--- src/rtl/adder_arbiter_pkg.sv ---
// adder_arbiter_pkg
// Shared definitions for the adder arbiter:
//   - FSM state type and encodings (IDLE, EXEC, RESP)
//   - clog2 helper used to size the requester ID
package adder_arbiter_pkg;

  typedef logic [1:0] state_t;

  localparam state_t IDLE = 2'd0;
  localparam state_t EXEC = 2'd1;
  localparam state_t RESP = 2'd2;

  // Ceiling log2, floored at 1 so a 1-bit ID still exists for two requesters.
  function automatic int unsigned clog2(input int unsigned n);
    int unsigned r;
    r = 1;
    for (int unsigned i = 1; i < 32; i++) begin
      if ((64'd1 << i) < 64'(n)) r = i + 1;
    end
    return r;
  endfunction

endpackage

--- src/rtl/adder.sv ---
// adder
// Ripple-carry adder: {co, s} = a + b + ci.
// Ports:
//   a, b  in  DATA_WIDTH  operands
//   ci    in  1           carry-in
//   s     out DATA_WIDTH  sum
//   co    out 1           carry-out
module adder #(
  parameter int unsigned DATA_WIDTH = 8
) (
  input  logic [DATA_WIDTH-1:0] a,
  input  logic [DATA_WIDTH-1:0] b,
  input  logic                  ci,
  output logic [DATA_WIDTH-1:0] s,
  output logic                  co
);

  logic [DATA_WIDTH:0] c;

  always_comb begin
    c    = '0;
    s    = '0;
    c[0] = ci;
    for (int i = 0; i < int'(DATA_WIDTH); i++) begin
      s[i]   = a[i] ^ b[i] ^ c[i];
      c[i+1] = (a[i] & b[i]) | (c[i] & (a[i] ^ b[i]));
    end
  end

  assign co = c[DATA_WIDTH];

endmodule

--- src/rtl/adder_arbiter_rr_pick.sv ---
// rr_pick
// Combinational round-robin selector. Searches req upward starting at ptr,
// wrapping at NUM_REQ-1, and returns the first asserted requester.
// Ports:
//   req  in  NUM_REQ  request levels
//   ptr  in  ID_W     highest-priority index for this search
//   gnt  out NUM_REQ  one-hot winner (all zero when req is zero)
//   idx  out ID_W     winner index (zero when req is zero)
module rr_pick
  import adder_arbiter_pkg::*;
#(
  parameter int unsigned NUM_REQ = 4
) (
  input  logic [NUM_REQ-1:0]        req,
  input  logic [clog2(NUM_REQ)-1:0] ptr,
  output logic [NUM_REQ-1:0]        gnt,
  output logic [clog2(NUM_REQ)-1:0] idx
);

  localparam int unsigned ID_W = clog2(NUM_REQ);
  localparam logic [ID_W:0] NumReqW = (ID_W + 1)'(NUM_REQ);

  // One extra bit holds ptr+i before the wrap; ptr < NUM_REQ so one
  // subtraction is enough.
  logic [ID_W:0] cand;
  logic          found;

  always_comb begin
    gnt   = '0;
    idx   = '0;
    found = 1'b0;
    cand  = '0;
    for (int unsigned i = 0; i < NUM_REQ; i++) begin
      cand = {1'b0, ptr} + (ID_W + 1)'(i);
      if (cand >= NumReqW) cand = cand - NumReqW;
      if (!found && req[cand[ID_W-1:0]]) begin
        found                 = 1'b1;
        idx                   = cand[ID_W-1:0];
        gnt[cand[ID_W-1:0]]   = 1'b1;
      end
    end
  end

endmodule

--- src/rtl/adder_arbiter.sv ---
// adder_arbiter
// Round-robin arbiter sharing one adder among NUM_REQ requesters. In IDLE a
// winner is picked and its operands captured; EXEC runs the adder and
// registers the result; RESP holds the result until READY.
// Ports:
//   CLK, RST_N       clock, async active-low reset
//   REQ              per-requester request level
//   A_IN, B_IN       packed operands, requester i at [i*DATA_WIDTH +: DATA_WIDTH]
//   CI_IN            per-requester carry-in
//   GNT              one-hot pulse in the cycle after capture
//   S, CO, ID        registered sum, carry-out and owning requester
//   VALID, READY     result handshake
module adder_arbiter
  import adder_arbiter_pkg::*;
#(
  parameter int unsigned DATA_WIDTH = 8,
  parameter int unsigned NUM_REQ    = 4
) (
  input  logic                          CLK,
  input  logic                          RST_N,
  input  logic [NUM_REQ-1:0]            REQ,
  input  logic [NUM_REQ*DATA_WIDTH-1:0] A_IN,
  input  logic [NUM_REQ*DATA_WIDTH-1:0] B_IN,
  input  logic [NUM_REQ-1:0]            CI_IN,
  output logic [NUM_REQ-1:0]            GNT,
  output logic [DATA_WIDTH-1:0]         S,
  output logic                          CO,
  output logic [clog2(NUM_REQ)-1:0]     ID,
  output logic                          VALID,
  input  logic                          READY
);

  localparam int unsigned ID_W = clog2(NUM_REQ);
  localparam logic [ID_W-1:0] LastIdx = ID_W'(NUM_REQ - 1);

  state_t                state_q, state_d;
  logic [ID_W-1:0]       ptr_q, ptr_d;
  logic [ID_W-1:0]       win_q, win_d;
  logic [ID_W-1:0]       id_q, id_d;
  logic [DATA_WIDTH-1:0] op_a_q, op_a_d;
  logic [DATA_WIDTH-1:0] op_b_q, op_b_d;
  logic                  op_ci_q, op_ci_d;
  logic [DATA_WIDTH-1:0] s_q, s_d;
  logic                  co_q, co_d;
  logic                  valid_q, valid_d;
  logic [NUM_REQ-1:0]    gnt_q, gnt_d;

  logic [NUM_REQ-1:0]    pick_gnt;
  logic [ID_W-1:0]       pick_idx;
  logic [DATA_WIDTH-1:0] sel_a, sel_b;
  logic                  sel_ci;
  logic [DATA_WIDTH-1:0] sum;
  logic                  cout;

  rr_pick #(
    .NUM_REQ (NUM_REQ)
  ) u_rr_pick (
    .req (REQ),
    .ptr (ptr_q),
    .gnt (pick_gnt),
    .idx (pick_idx)
  );

  adder #(
    .DATA_WIDTH (DATA_WIDTH)
  ) u_adder (
    .a  (op_a_q),
    .b  (op_b_q),
    .ci (op_ci_q),
    .s  (sum),
    .co (cout)
  );

  // One-hot operand mux driven by the picker's grant.
  always_comb begin
    sel_a  = '0;
    sel_b  = '0;
    sel_ci = 1'b0;
    for (int i = 0; i < int'(NUM_REQ); i++) begin
      if (pick_gnt[i]) begin
        sel_a  = A_IN[i*DATA_WIDTH +: DATA_WIDTH];
        sel_b  = B_IN[i*DATA_WIDTH +: DATA_WIDTH];
        sel_ci = CI_IN[i];
      end
    end
  end

  always_comb begin
    state_d = state_q;
    ptr_d   = ptr_q;
    win_d   = win_q;
    op_a_d  = op_a_q;
    op_b_d  = op_b_q;
    op_ci_d = op_ci_q;
    s_d     = s_q;
    co_d    = co_q;
    id_d    = id_q;
    valid_d = valid_q;
    gnt_d   = '0;  // GNT is a single-cycle pulse
    case (state_q)
      IDLE: begin
        if (|REQ) begin
          op_a_d  = sel_a;
          op_b_d  = sel_b;
          op_ci_d = sel_ci;
          gnt_d   = pick_gnt;
          win_d   = pick_idx;
          ptr_d   = (pick_idx == LastIdx) ? '0 : pick_idx + 1'b1;
          state_d = EXEC;
        end
      end
      EXEC: begin
        s_d     = sum;
        co_d    = cout;
        id_d    = win_q;
        valid_d = 1'b1;
        state_d = RESP;
      end
      RESP: begin
        if (READY) begin
          valid_d = 1'b0;
          state_d = IDLE;
        end
      end
      default: state_d = IDLE;
    endcase
  end

  always_ff @(posedge CLK or negedge RST_N) begin
    if (!RST_N) begin
      state_q <= IDLE;
      ptr_q   <= '0;
      win_q   <= '0;
      op_a_q  <= '0;
      op_b_q  <= '0;
      op_ci_q <= 1'b0;
      s_q     <= '0;
      co_q    <= 1'b0;
      id_q    <= '0;
      valid_q <= 1'b0;
      gnt_q   <= '0;
    end else begin
      state_q <= state_d;
      ptr_q   <= ptr_d;
      win_q   <= win_d;
      op_a_q  <= op_a_d;
      op_b_q  <= op_b_d;
      op_ci_q <= op_ci_d;
      s_q     <= s_d;
      co_q    <= co_d;
      id_q    <= id_d;
      valid_q <= valid_d;
      gnt_q   <= gnt_d;
    end
  end

  assign GNT   = gnt_q;
  assign S     = s_q;
  assign CO    = co_q;
  assign ID    = id_q;
  assign VALID = valid_q;

endmodule
--- config.mk ---
export PLATFORM = sky130hd
export DESIGN_NAME = adder_arbiter
export DESIGN_NICKNAME = d
export VERILOG_FILES = /design/src/rtl/adder_arbiter_pkg.sv /design/src/rtl/adder.sv /design/src/rtl/adder_arbiter_rr_pick.sv /design/src/rtl/adder_arbiter.sv
export SDC_FILE = /design/constraint.sdc
export NUM_CORES = 1
export LEC_CHECK = 0
export ABC_AREA = 1
export ABC_CLOCK_PERIOD_IN_PS = 7600
export CORE_MARGIN = 4
export CORE_UTILIZATION = 35
export CTS_CLUSTER_DIAMETER = 200
export DETAILED_ROUTE_END_ITERATION = 10
export GPL_ROUTABILITY_DRIVEN = 1
export PLACE_DENSITY_LB_ADDON = 0.05
export SKIP_CTS_REPAIR_TIMING = 1
export SYNTH_ARGS = -nofsm -noshare
export SYNTH_HDL_FRONTEND = slang
export SYNTH_SLANG_ARGS = --single-unit
--- constraint.sdc ---
create_clock -name CLK -period 7.6 [get_ports CLK]
set_input_delay 1.52 -clock CLK [delete_from_list [all_inputs] [get_ports CLK]]
set_output_delay 1.52 -clock CLK [all_outputs]
set_load 0.02 [all_outputs]
**Word level (Yosys, flattened, before mapping)**

Index checks and enable logic that the tools add are counted.

- Bitwise gates (word level): 43
- $lt $le $gt $ge: 12
- Reductions and logical operators: 16
- Shift operators: 0
- Multipliers: 0
- Multiplexer cells: 51
- Equal/unequal tests: 5
- Divide/modulo/power cells: 0
- Add/subtract/negate cells: 8

Operators by type and width:

| kind | count |
|---|---|
| $mux W8 | 8 |
| $mux W4 | 6 |
| $mux W2 | 11 |
| $and A1 B1 Y1 | 16 |
| $mux W1 | 16 |
| $xor A1 B1 Y1 | 16 |
| $lt A2 B3 Y1 const B | 4 |
| $or A4 B4 Y4 | 3 |
| $ge A3 B3 Y1 const B | 3 |
| $bmux W1 S2 | 4 |
| $demux W1 S2 | 4 |
| $ge A2 B1 Y1 const B | 4 |
| $or A1 B1 Y1 | 8 |
| $sub A2 B1 Y2 const B | 4 |
| $logic_and A1 B1 Y1 | 7 |
| $add A2 B2 Y3 const B | 2 |
| $pmux W2 S3 | 1 |
| $reduce_and A2 Y1 | 3 |
| $eq A2 B2 Y1 const B | 2 |
| $ne A2 B2 Y1 const B | 2 |
| $reduce_or A4 Y1 | 1 |
| $add A2 B1 Y3 const B | 1 |
| $ge A2 B3 Y1 const B | 1 |
| $logic_not A1 Y1 | 3 |
| other kinds (5) | 5 |

- Flip-flop bits (word level): 39
- RAM bits: 0
- Memories: 0
- Bits of input ports: 75
- Latch bits: 0
- Memory bits (read-only): 0

**Longest topological paths before layout**

Gate-level depths: netlist (run 1).

- Word-level depth: 18
- Depth in mapped cells: 16
- Gate-level depth less buffers: 15

**Hierarchy**

A second synthesis (run 1) with hierarchy kept.

- Cells, all modules: 410
- Area total of the unflattened synthesis: 2860.2 µm²

By module, submodules not included:

| module | times used | sequential area each (µm²) | area each (µm²) | cells each |
|---|---|---|---|---|
| adder_arbiter | 1 | 975.9 | 2185.8 | 310 |
| rr_pick | 1 | 0.0 | 476.7 | 82 |
| adder | 1 | 0.0 | 197.7 | 18 |

**Worst setup path before layout (run 1)**

Ideal clock, no wire load.

- Kind: reg-to-reg
- Start: register op_a_q[0]
- End: register s_q[7], in the netlist S[7]
- Buffers on the path: 0
- Clock period less this slack: 3578 ps
- Setup slack: 4022 ps
- Stages on the path, launching flop included: 13
- Arrival: 3495 ps
- Library setup time: 83 ps
- Cells stage by stage: dfrtp_1 -> fa_1 -> inv_1 -> fa_1 -> inv_1 -> fa_1 -> fa_1 -> fa_1 -> fa_1 -> fa_1 -> inv_1 -> fa_1 -> o21ai_0

- Cells in the longest elaborated chain, start to end: 16

RTL lines:

| element | line | source |
|---|---|---|
| from (decl) | adder_arbiter.sv:40 | `logic [DATA_WIDTH-1:0] op_a_q, op_a_d;` |
| from (signal assigned) | adder_arbiter.sv:146 | `op_a_q <= op_a_d;` |
| $xor A1 B1 Y1 | adder.sv:26 | `c[i+1] = (a[i] & b[i]) \| (c[i] & (a[i] ^ b[i]));` |
| $and A1 B1 Y1 | adder.sv:26 |  |
| $or A1 B1 Y1 (*) | adder.sv:26 |  |
| $and A1 B1 Y1 (*) | adder.sv:26 |  |
| $or A1 B1 Y1 (*) | adder.sv:26 |  |
| $and A1 B1 Y1 (*) | adder.sv:26 |  |
| $or A1 B1 Y1 (*) | adder.sv:26 |  |
| $and A1 B1 Y1 (*) | adder.sv:26 |  |
| $or A1 B1 Y1 (*) | adder.sv:26 |  |
| $and A1 B1 Y1 (*) | adder.sv:26 |  |
| $or A1 B1 Y1 (*) | adder.sv:26 |  |
| $and A1 B1 Y1 (*) | adder.sv:26 |  |
| $or A1 B1 Y1 (*) | adder.sv:26 |  |
| $and A1 B1 Y1 (*) | adder.sv:26 |  |
| $or A1 B1 Y1 (*) | adder.sv:26 |  |
| $xor A1 B1 Y1 (*) | adder.sv:25 | `s[i] = a[i] ^ b[i] ^ c[i];` |
| to (signal assigned) | adder_arbiter.sv:137 | `s_q <= '0;` |
| to (signal assigned) | adder_arbiter.sv:149 | `s_q <= s_d;` |
| to (decl) | adder_arbiter.sv:43 | `logic [DATA_WIDTH-1:0] s_q, s_d;` |

Every way passes the cells marked *; elsewhere a longest branch is shown, timed or not.
A chain may end at the register's enable or synchronous reset.

**Final worst setup path (run 1)**

Ends and elaborated chain as after synthesis.

==> results.cfg, run 1 <==
[outcome]
status = complete, no violations

[critical_path]
start_kind = register
r2r-end = S[7]
path_max_fanout = 2
reg2reg_depth = 12
endpoint = S[7]
critPathSlowestCell = fa_1
cp_common_cell = fa_1
worstPathCellList = fa_1 > inv_1 > fa_1 > inv_1 > fa_1 > fa_1 > fa_1 > fa_1 > fa_1 > inv_1 > fa_1 > o21ai_0
r2r-start = op_a_q[0]
r2r_slack_ns = 3.78
cp.arrival_ns = 4.03
setup.worst_path.class = reg -> reg
startpoint = op_a_q[0]
endpoint_kind = register
required_ns = 7.81
max_stage_delay_ns = 0.43

[routing]
routed_wl_um = 8010
ant_nets = 0
via_per_inst = 4.38
first_pass_iters = 4
drt_iter0_drc = 86
drc = 0
wire_per_inst_um = 13.0
vias = 2709

[sta]
rsz0062_at_grt = false
post-route-period-util_pct = 50.3
slew_violations = 0
fin_skew_ns = 0.00820
hold_violations = 0
period_minus_slack_ns = 3.82
setup_tns_ns = 0
setup_violations = 0
slew_headroom_pct = 39.4
tightest_slew_ns = 0.909
max_freq_ghz = 0.262

[cts]
cts_inserted_buffers = 5
clk_pin_slew_ns = 0.08
clkLatencyLatePin_ns = 0.29
clockBufferDepth = 2
cts_htree_levels = 2
cts.sinks = 39
cts_tree = yes
root_buffer = clkbuf_8

[power_and_ir_drop]
comb_power_share_pct = 69.9
power_switching_uw = 992
cellInternalPower_uw = 877
clkPwrFrac_pct = 9.7
power_density_mw_per_mm2 = 459
p_seq_share_pct = 20.4
power.leakage_uw = 0.00218
power.total_uw = 1870
ir_worst_vdd_mv = 0.204
p_sw_share_pct = 53.1

[final_layout]
fin_area_mm2 = 0.00407
fin_util_pct = 49.0
drive_gt1_share_pct = 11.7
final_nets = 600
insertedDiodeCount = 0
nFillCells = 840
area_growth_pct = 34.5

[logic_synthesis]
synth.net_count = 515
synth.most_common_cell = nand2_1
synth-simple-area-share_pct = 40.6
syn_area_mm2 = 0.00303
synth_fa_ha_area_share_pct = 7.36
synthCells = 427
synth_edf_count = 0
synth_xor_xnor_area_share_pct = 0
synth_cell_types = 34
postSynthAreaPerCell_um2 = 7.09
synth.area.top_cells = dfrtp_1 (32%), nand2_1 (19%), inv_1 (8.2%)
synth_top_family_by_area = simple AND/OR/NAND/NOR gates
synth_top_area_share_pct = 32.2
synth_seq_cells = 39
synth_compound_area_share_pct = 6.61
ys_warn_count = 0
async_reset_ff_share_pct = 100
muxShareOfSynthArea_pct = 0
ys_seq_area_share_pct = 32.2
ys_top_cells_by_count = nand2_1 (156), inv_1 (66), dfrtp_1 (39)
yosysTopAreaCell = dfrtp_1
ys.flop_type = dfrtp_1

[placement]
dpl-instance-area_mm2 = 0.00395
gp_congestion = 0.813
dp_hpwl_um = 6230
port-buffer-count = 90

[floorplan]
start_util_pct = 36.5
dieHeight_um = 101
num_rows = 33
boundaryPins = 91
fp.dieW_um = 101
core_mm2 = 0.00830
dieArea_mm2 = 0.0102

[grt]
grt_pass1_wl_um = 13600
grt_overflow = 0
grt_max_degree = 40
antenna_found_initial = 0
grt_pass1_vias = 2747
track_usage_pct = 16.7

[min_path]
hold_path_class = reg -> reg

[flow_run]
cap_violations = 0
-- through the flow --
stage	std cells	setup slack, ns	hold WS (ns)
floorplan	427	4.02	0.450
global route	618	3.53	0.498
global placement	610	3.63	0.453
detailed placement	610	3.57	0.457
CTS	618	3.75	0.478
finish	618	3.78	0.475
-- metal layers --
metal / vias to the layer above / GRT usage [%] / part of all wire, %
met3: 9 / 2.70 / 5.0
met2: 66 / 24.4 / 42
met4: 0 / 4.29 / 1.3
met1: 1172 / 25.4 / 51
li1: 1462 / - / -
met5: - / 0 / 0
-- placed cells by master, fill, tap and decap left out, types with 7 or more instances in the layout --
cell,netlist,layout
nand3_2,12,12
nor2_1,21,20
nand2_2,15,15
dfrtp_1,39,39
nand2_1,156,156
clkdlybuf4s50_1,0,89
fa_1,8,8
nand3_1,32,32
a21oi_1,19,19
inv_1,66,66
o21ai_0,7,7
-- critical path, delay by kind of cell (launching register included) --
family / cells / cell delay, ns
adder cells (fa/ha/maj): 8 / 2.99
buffers and inverters: 3 / 0.22
AO/OA/AOI/OAI: 1 / 0.15
flip-flops: 1 / 0.40
-- flip-flops by register name, summed over array words and instances, names as in the netlist, named ones only --
| register | flops |
|---|---|
| S | 8 |
| op_a_q | 8 |
| op_b_q | 8 |
| GNT | 4 |
| ID | 2 |
| state_q | 2 |
| win_q | 2 |
| CO | 1 |
| VALID | 1 |
| op_ci_q | 1 |
| ptr_q | 1 |
-- cell families (layout without fill, tap and decap cells) --
kind of cell	count (synthesis)	after routing
AO/OA/AOI/OAI	34	34
flip-flops	39	39
buffers and inverters	88	174
AND/OR/NAND/NOR	253	253
adder cells (fa/ha/maj)	13	13
-- worst min-delay path by stage --
stage	cells past startpoint	endpoint	start	slack, ns
2_1_floorplan	2	ID[0]	win_q[0]	0.45
3_3_place_gp	2	S[3]	S[3]	0.45
3_5_place_dp	2	ID[1]	ID[1]	0.46
4_1_cts	2	ID[1]	ID[1]	0.48
5_1_grt	2	S[2]	S[2]	0.50
6_report	2	ID[1]	ID[1]	0.47
-- power by group through the flow --
stage          combinational, uW  sequential [uW]  clock, uW
3_3_place_gp                1310              385          0
6_report                    1310              381        182
4_1_cts                     1320              382        188
2_1_floorplan                990              420          0
3_5_place_dp                1320              386          0
5_1_grt                     1510              394        197
-- cell type report --
type                       instances  area [um2]  area share (%)
multi-input combinational        300        1650            40.6
inverter                          75         288            7.07
sequential                        39         976            24.0
clock buffer                       6        82.6            2.03
clock inverter                     2        35.0           0.861
tap                              105         131            3.23
timing repair buffer              91         903            22.2
(Power assumes the default switching activity.)
==> run 2, diff against run 1 <==
--- a/config.mk
+++ b/config.mk
@@ -6,7 +6,7 @@
 export NUM_CORES = 1
 export LEC_CHECK = 0
 export ABC_AREA = 1
-export ABC_CLOCK_PERIOD_IN_PS = 7600
+export ABC_CLOCK_PERIOD_IN_PS = 3900
 export CORE_MARGIN = 4
 export CORE_UTILIZATION = 35
 export CTS_CLUSTER_DIAMETER = 200
==> constraint.sdc (replaced) <==
create_clock -name CLK -period 3.9 [get_ports CLK]
set_input_delay 0.78 -clock CLK [delete_from_list [all_inputs] [get_ports CLK]]
set_output_delay 0.78 -clock CLK [all_outputs]
set_load 0.02 [all_outputs]
==> results.cfg, run 2 (synthesized netlist as in run 1, its figures left out) <==
[outcome]
status = complete, no violations

[critical_path]
required_ns = 4.11
reg2reg_depth = 12
setup.worst_path.class = reg -> reg
r2r-start = op_a_q[0]
start_kind = register
endpoint_kind = register
cp.arrival_ns = 3.93
path_max_fanout = 2
startpoint = op_a_q[0]

[floorplan]
fp.dieW_um = 101
start_util_pct = 36.5
boundaryPins = 91
num_rows = 33
dieArea_mm2 = 0.0102
dieHeight_um = 101
core_mm2 = 0.00830

[routing]
wire_per_inst_um = 12.6
ant_nets = 0
drc = 0
first_pass_iters = 4
via_per_inst = 4.42
drt_iter0_drc = 122
vias = 2734
routed_wl_um = 7780

[sta]
hold_violations = 0
post-route-period-util_pct = 95.3
tightest_slew_ns = 0.898
rsz0062_at_grt = false
max_freq_ghz = 0.269
setup_tns_ns = 0
fin_skew_ns = 0.0103
whs_ns = 0.472
setup_violations = 0
slew_violations = 0
slew_headroom_pct = 40.1
period_minus_slack_ns = 3.72

[placement]
dpl-instance-area_mm2 = 0.00396
port-buffer-count = 90
dp_hpwl_um = 6080
gp_congestion = 0.832

[flow_run]
cap_violations = 0

[final_layout]
layout.area.seq_um2 = 976
final_cell_mix = nand2_1 (156), clkdlybuf4s50_1 (89), inv_1 (66)
multi_input_area_mm2 = 0.00166
area_growth_pct = 35.3
fin_area_mm2 = 0.00410
final_common_cell = nand2_1
drive_gt1_share_pct = 11.9
nFillCells = 883
insertedDiodeCount = 0
final_nets = 601

[cts]
root_buffer = clkbuf_8
cts.sinks = 39
cts_inserted_buffers = 5
cts_tree = yes
clkLatencyLatePin_ns = 0.29
clockBufferDepth = 2
clk_pin_slew_ns = 0.08
cts_htree_levels = 2

[power_and_ir_drop]
ir_worst_vdd_mv = 0.381
power.leakage_uw = 0.00219
power_density_mw_per_mm2 = 901

[grt]
track_usage_pct = 15.7
antenna_found_initial = 0
grt_pass1_wl_um = 12900
grt_max_degree = 40
grt_pass1_vias = 2758
grt_overflow = 0

[min_path]
hold_path_class = reg -> reg
min_from = ID[0]
min_path_cells = 2
run 2: changes by cell type in the layout (fill, tap and decap cells not counted), sizes merged:
cell	delta
bufinv	+1
clkinv	-1
buf	+1
run 2: path summary, 6_finish.rpt:
| path | end | slack (ns) |
|---|---|---|
| worst min register to register | ID[0] | 0.47 |
| worst max-delay path | S[7] | 0.18 |
| max in group asynchronous | op_b_q[5] | 2.71 |
| worst max register to register | S[7] | 0.18 |
| worst min-delay path | ID[0] | 0.47 |
| min in group asynchronous | GNT[0] | 0.62 |
run 2: cell type report:
class,count,area share [%]
multi-input cells,300,40.5
repair buffers,92,22.2
well taps,105,3.21
flip-flops and latches,39,23.8
inverters,75,7.03
clock inverters,2,1.47
clock buffers,6,1.77
run 2: routing by layer:
layer / part of all wire, % / global-route usage [%] / up-vias
li1: - / - / 1465
met1: 50 / 22.7 / 1196
met2: 43 / 24.1 / 67
met3: 5.6 / 2.77 / 6
met4: 1.0 / 4.19 / 0
met5: 0 / 0 / -
run 2: critical path: stages (launching register included):
cell	delay (ns)
dfrtp_1	0.40
fa_1	0.42
inv_1	0.08
fa_1	0.16
inv_1	0.05
fa_1	0.38
fa_1	0.40
fa_2	0.36
fa_1	0.40
fa_1	0.38
inv_1	0.08
fa_1	0.41
o21ai_1	0.13
run 2: per-stage QoR:
step	cells	worst slack (ns)	util, %	total power, uW
finish	619	0.183	49.3	3690
global route	619	0.0146	49.3	4140
CTS	619	0.0933	49.3	3730
detailed placement	611	0.123	47.7	3320
global placement	611	0.183	47.7	3280
floorplan	427	0.322	-	2750
run 2: power by group:
group | total [uW] | internal, uW | leakage [uW] | switching (uW)
combinational | 2550 | 908 | 0.00163 | 1640
sequential | 741 | 606 | 0.000489 | 134
clock | 395 | 256 | 0.0000654 | 139
==> run 3, diff against run 2 <==
==> constraint.sdc (replaced) <==
create_clock -name CLK -period 3.9 [get_ports CLK]
set_input_delay 0.585 -clock CLK [delete_from_list [all_inputs] [get_ports CLK]]
set_output_delay 0.585 -clock CLK [all_outputs]
set_load 0.02 [all_outputs]
==> results.cfg, run 3 (synthesized netlist as in run 1, its figures left out) <==
[critical_path]
cp.arrival_ns = 3.90
reg2reg_depth = 12
start_kind = register
r2r-start = op_a_q[0]
endpoint = S[7]
r2r_slack_ns = 0.21
path_max_fanout = 2
startpoint = op_a_q[0]
r2r-end = S[7]
required_ns = 4.11
setup.worst_path.class = reg -> reg
endpoint_kind = register

[cts]
clk_pin_slew_ns = 0.08
cts.sinks = 39
cts_htree_levels = 2
clockBufferDepth = 2
cts_tree = yes
root_buffer = clkbuf_8
cts_inserted_buffers = 5
clkLatencyLatePin_ns = 0.29

[floorplan]
fp.dieW_um = 101
dieHeight_um = 101
boundaryPins = 91
start_util_pct = 36.5
dieArea_mm2 = 0.0102
num_rows = 33
core_mm2 = 0.00830

[sta]
slew_headroom_pct = 39.6
whs_ns = 0.412
setup_violations = 0
max_freq_ghz = 0.271
rsz0062_at_grt = false
slew_violations = 0
hold_violations = 0
fin_skew_ns = 0.0130
period_minus_slack_ns = 3.69
post-route-period-util_pct = 94.6
tightest_slew_ns = 0.906
setup_tns_ns = 0

[power_and_ir_drop]
power_density_mw_per_mm2 = 897
power.leakage_uw = 0.00219
power.total_uw = 3670
ir_worst_vdd_mv = 0.521

[final_layout]
final_nets = 601
insertedDiodeCount = 0
final_common_cell = nand2_1
fin_area_mm2 = 0.00410
drive_gt1_share_pct = 11.9
instances_no_fill = 619
area_growth_pct = 35.3
multi_input_area_mm2 = 0.00166
nFillCells = 872
final_cell_mix = nand2_1 (156), clkdlybuf4s50_1 (89), inv_1 (66)
layout.area.seq_um2 = 976

[routing]
drc = 0
routed_wl_um = 7560
first_pass_iters = 4
ant_nets = 0
via_per_inst = 4.41
drt_iter0_drc = 79
vias = 2730
wire_per_inst_um = 12.2

[grt]
grt_pass1_wl_um = 12700
antenna_found_initial = 0
grt_overflow = 0
grt_max_degree = 40
track_usage_pct = 15.4
grt_pass1_vias = 2640

[placement]
dp_hpwl_um = 5910
gp_congestion = 0.836
port-buffer-count = 90
dpl-instance-area_mm2 = 0.00396
dp_cells = 611

[flow_run]
cap_violations = 0

[outcome]
status = complete, no violations

[min_path]
hold_path_class = in -> async
run 3: cell counts in the layout (fill, tap and decap cells not counted):
No cell type changed its count.
run 3: worst max-delay path, cell delays in order, from the launching register on:
cell	delay [ns]
dfrtp_1	0.40
fa_1	0.43
inv_1	0.08
fa_1	0.17
inv_1	0.05
fa_1	0.38
fa_1	0.39
fa_2	0.35
fa_1	0.40
fa_1	0.37
inv_1	0.07
fa_1	0.40
o21ai_1	0.13
run 3: report_power, final:
group | switching (uW) | total (uW) | internal [uW]
registers | 132 | 738 | 606
logic | 1630 | 2540 | 908
clock network | 142 | 398 | 256
total | 1900 | 3670 | 1770
run 3: final cells by class:
type / instances / share of cell area (%)
tap: 105 / 3.21
inverter: 75 / 7.03
timing repair buffer: 92 / 22.2
clock inverter: 2 / 1.47
sequential: 39 / 23.8
clock buffer: 6 / 1.77
multi-input combinational: 300 / 40.5
run 3: routing by layer:
metal	share of wire, %	global-route usage, %
met4	0.87	3.68
met1	50	22.9
met5	0	0
met3	6.0	2.70
met2	43	23.0
run 3: metrics by stage:
step                      setup slack [ns]  util (%)
final                                0.210      49.3
after global placement               0.173      47.7
after floorplan                      0.322         -
after CTS                            0.120      49.3
after global routing                0.0378      49.3
after detailed placement             0.139      47.7
run 3: worst min path at each step:
stage / start / to / depth (start not counted)
2_1_floorplan: RST_N / CO / 0
6_report: RST_N / ID[1] / 1
3_3_place_gp: S[5] / S[5] / 2
3_5_place_dp: ID[0] / ID[0] / 2
4_1_cts: RST_N / ptr_q[1] / 1
5_1_grt: RST_N / state_q[1] / 1
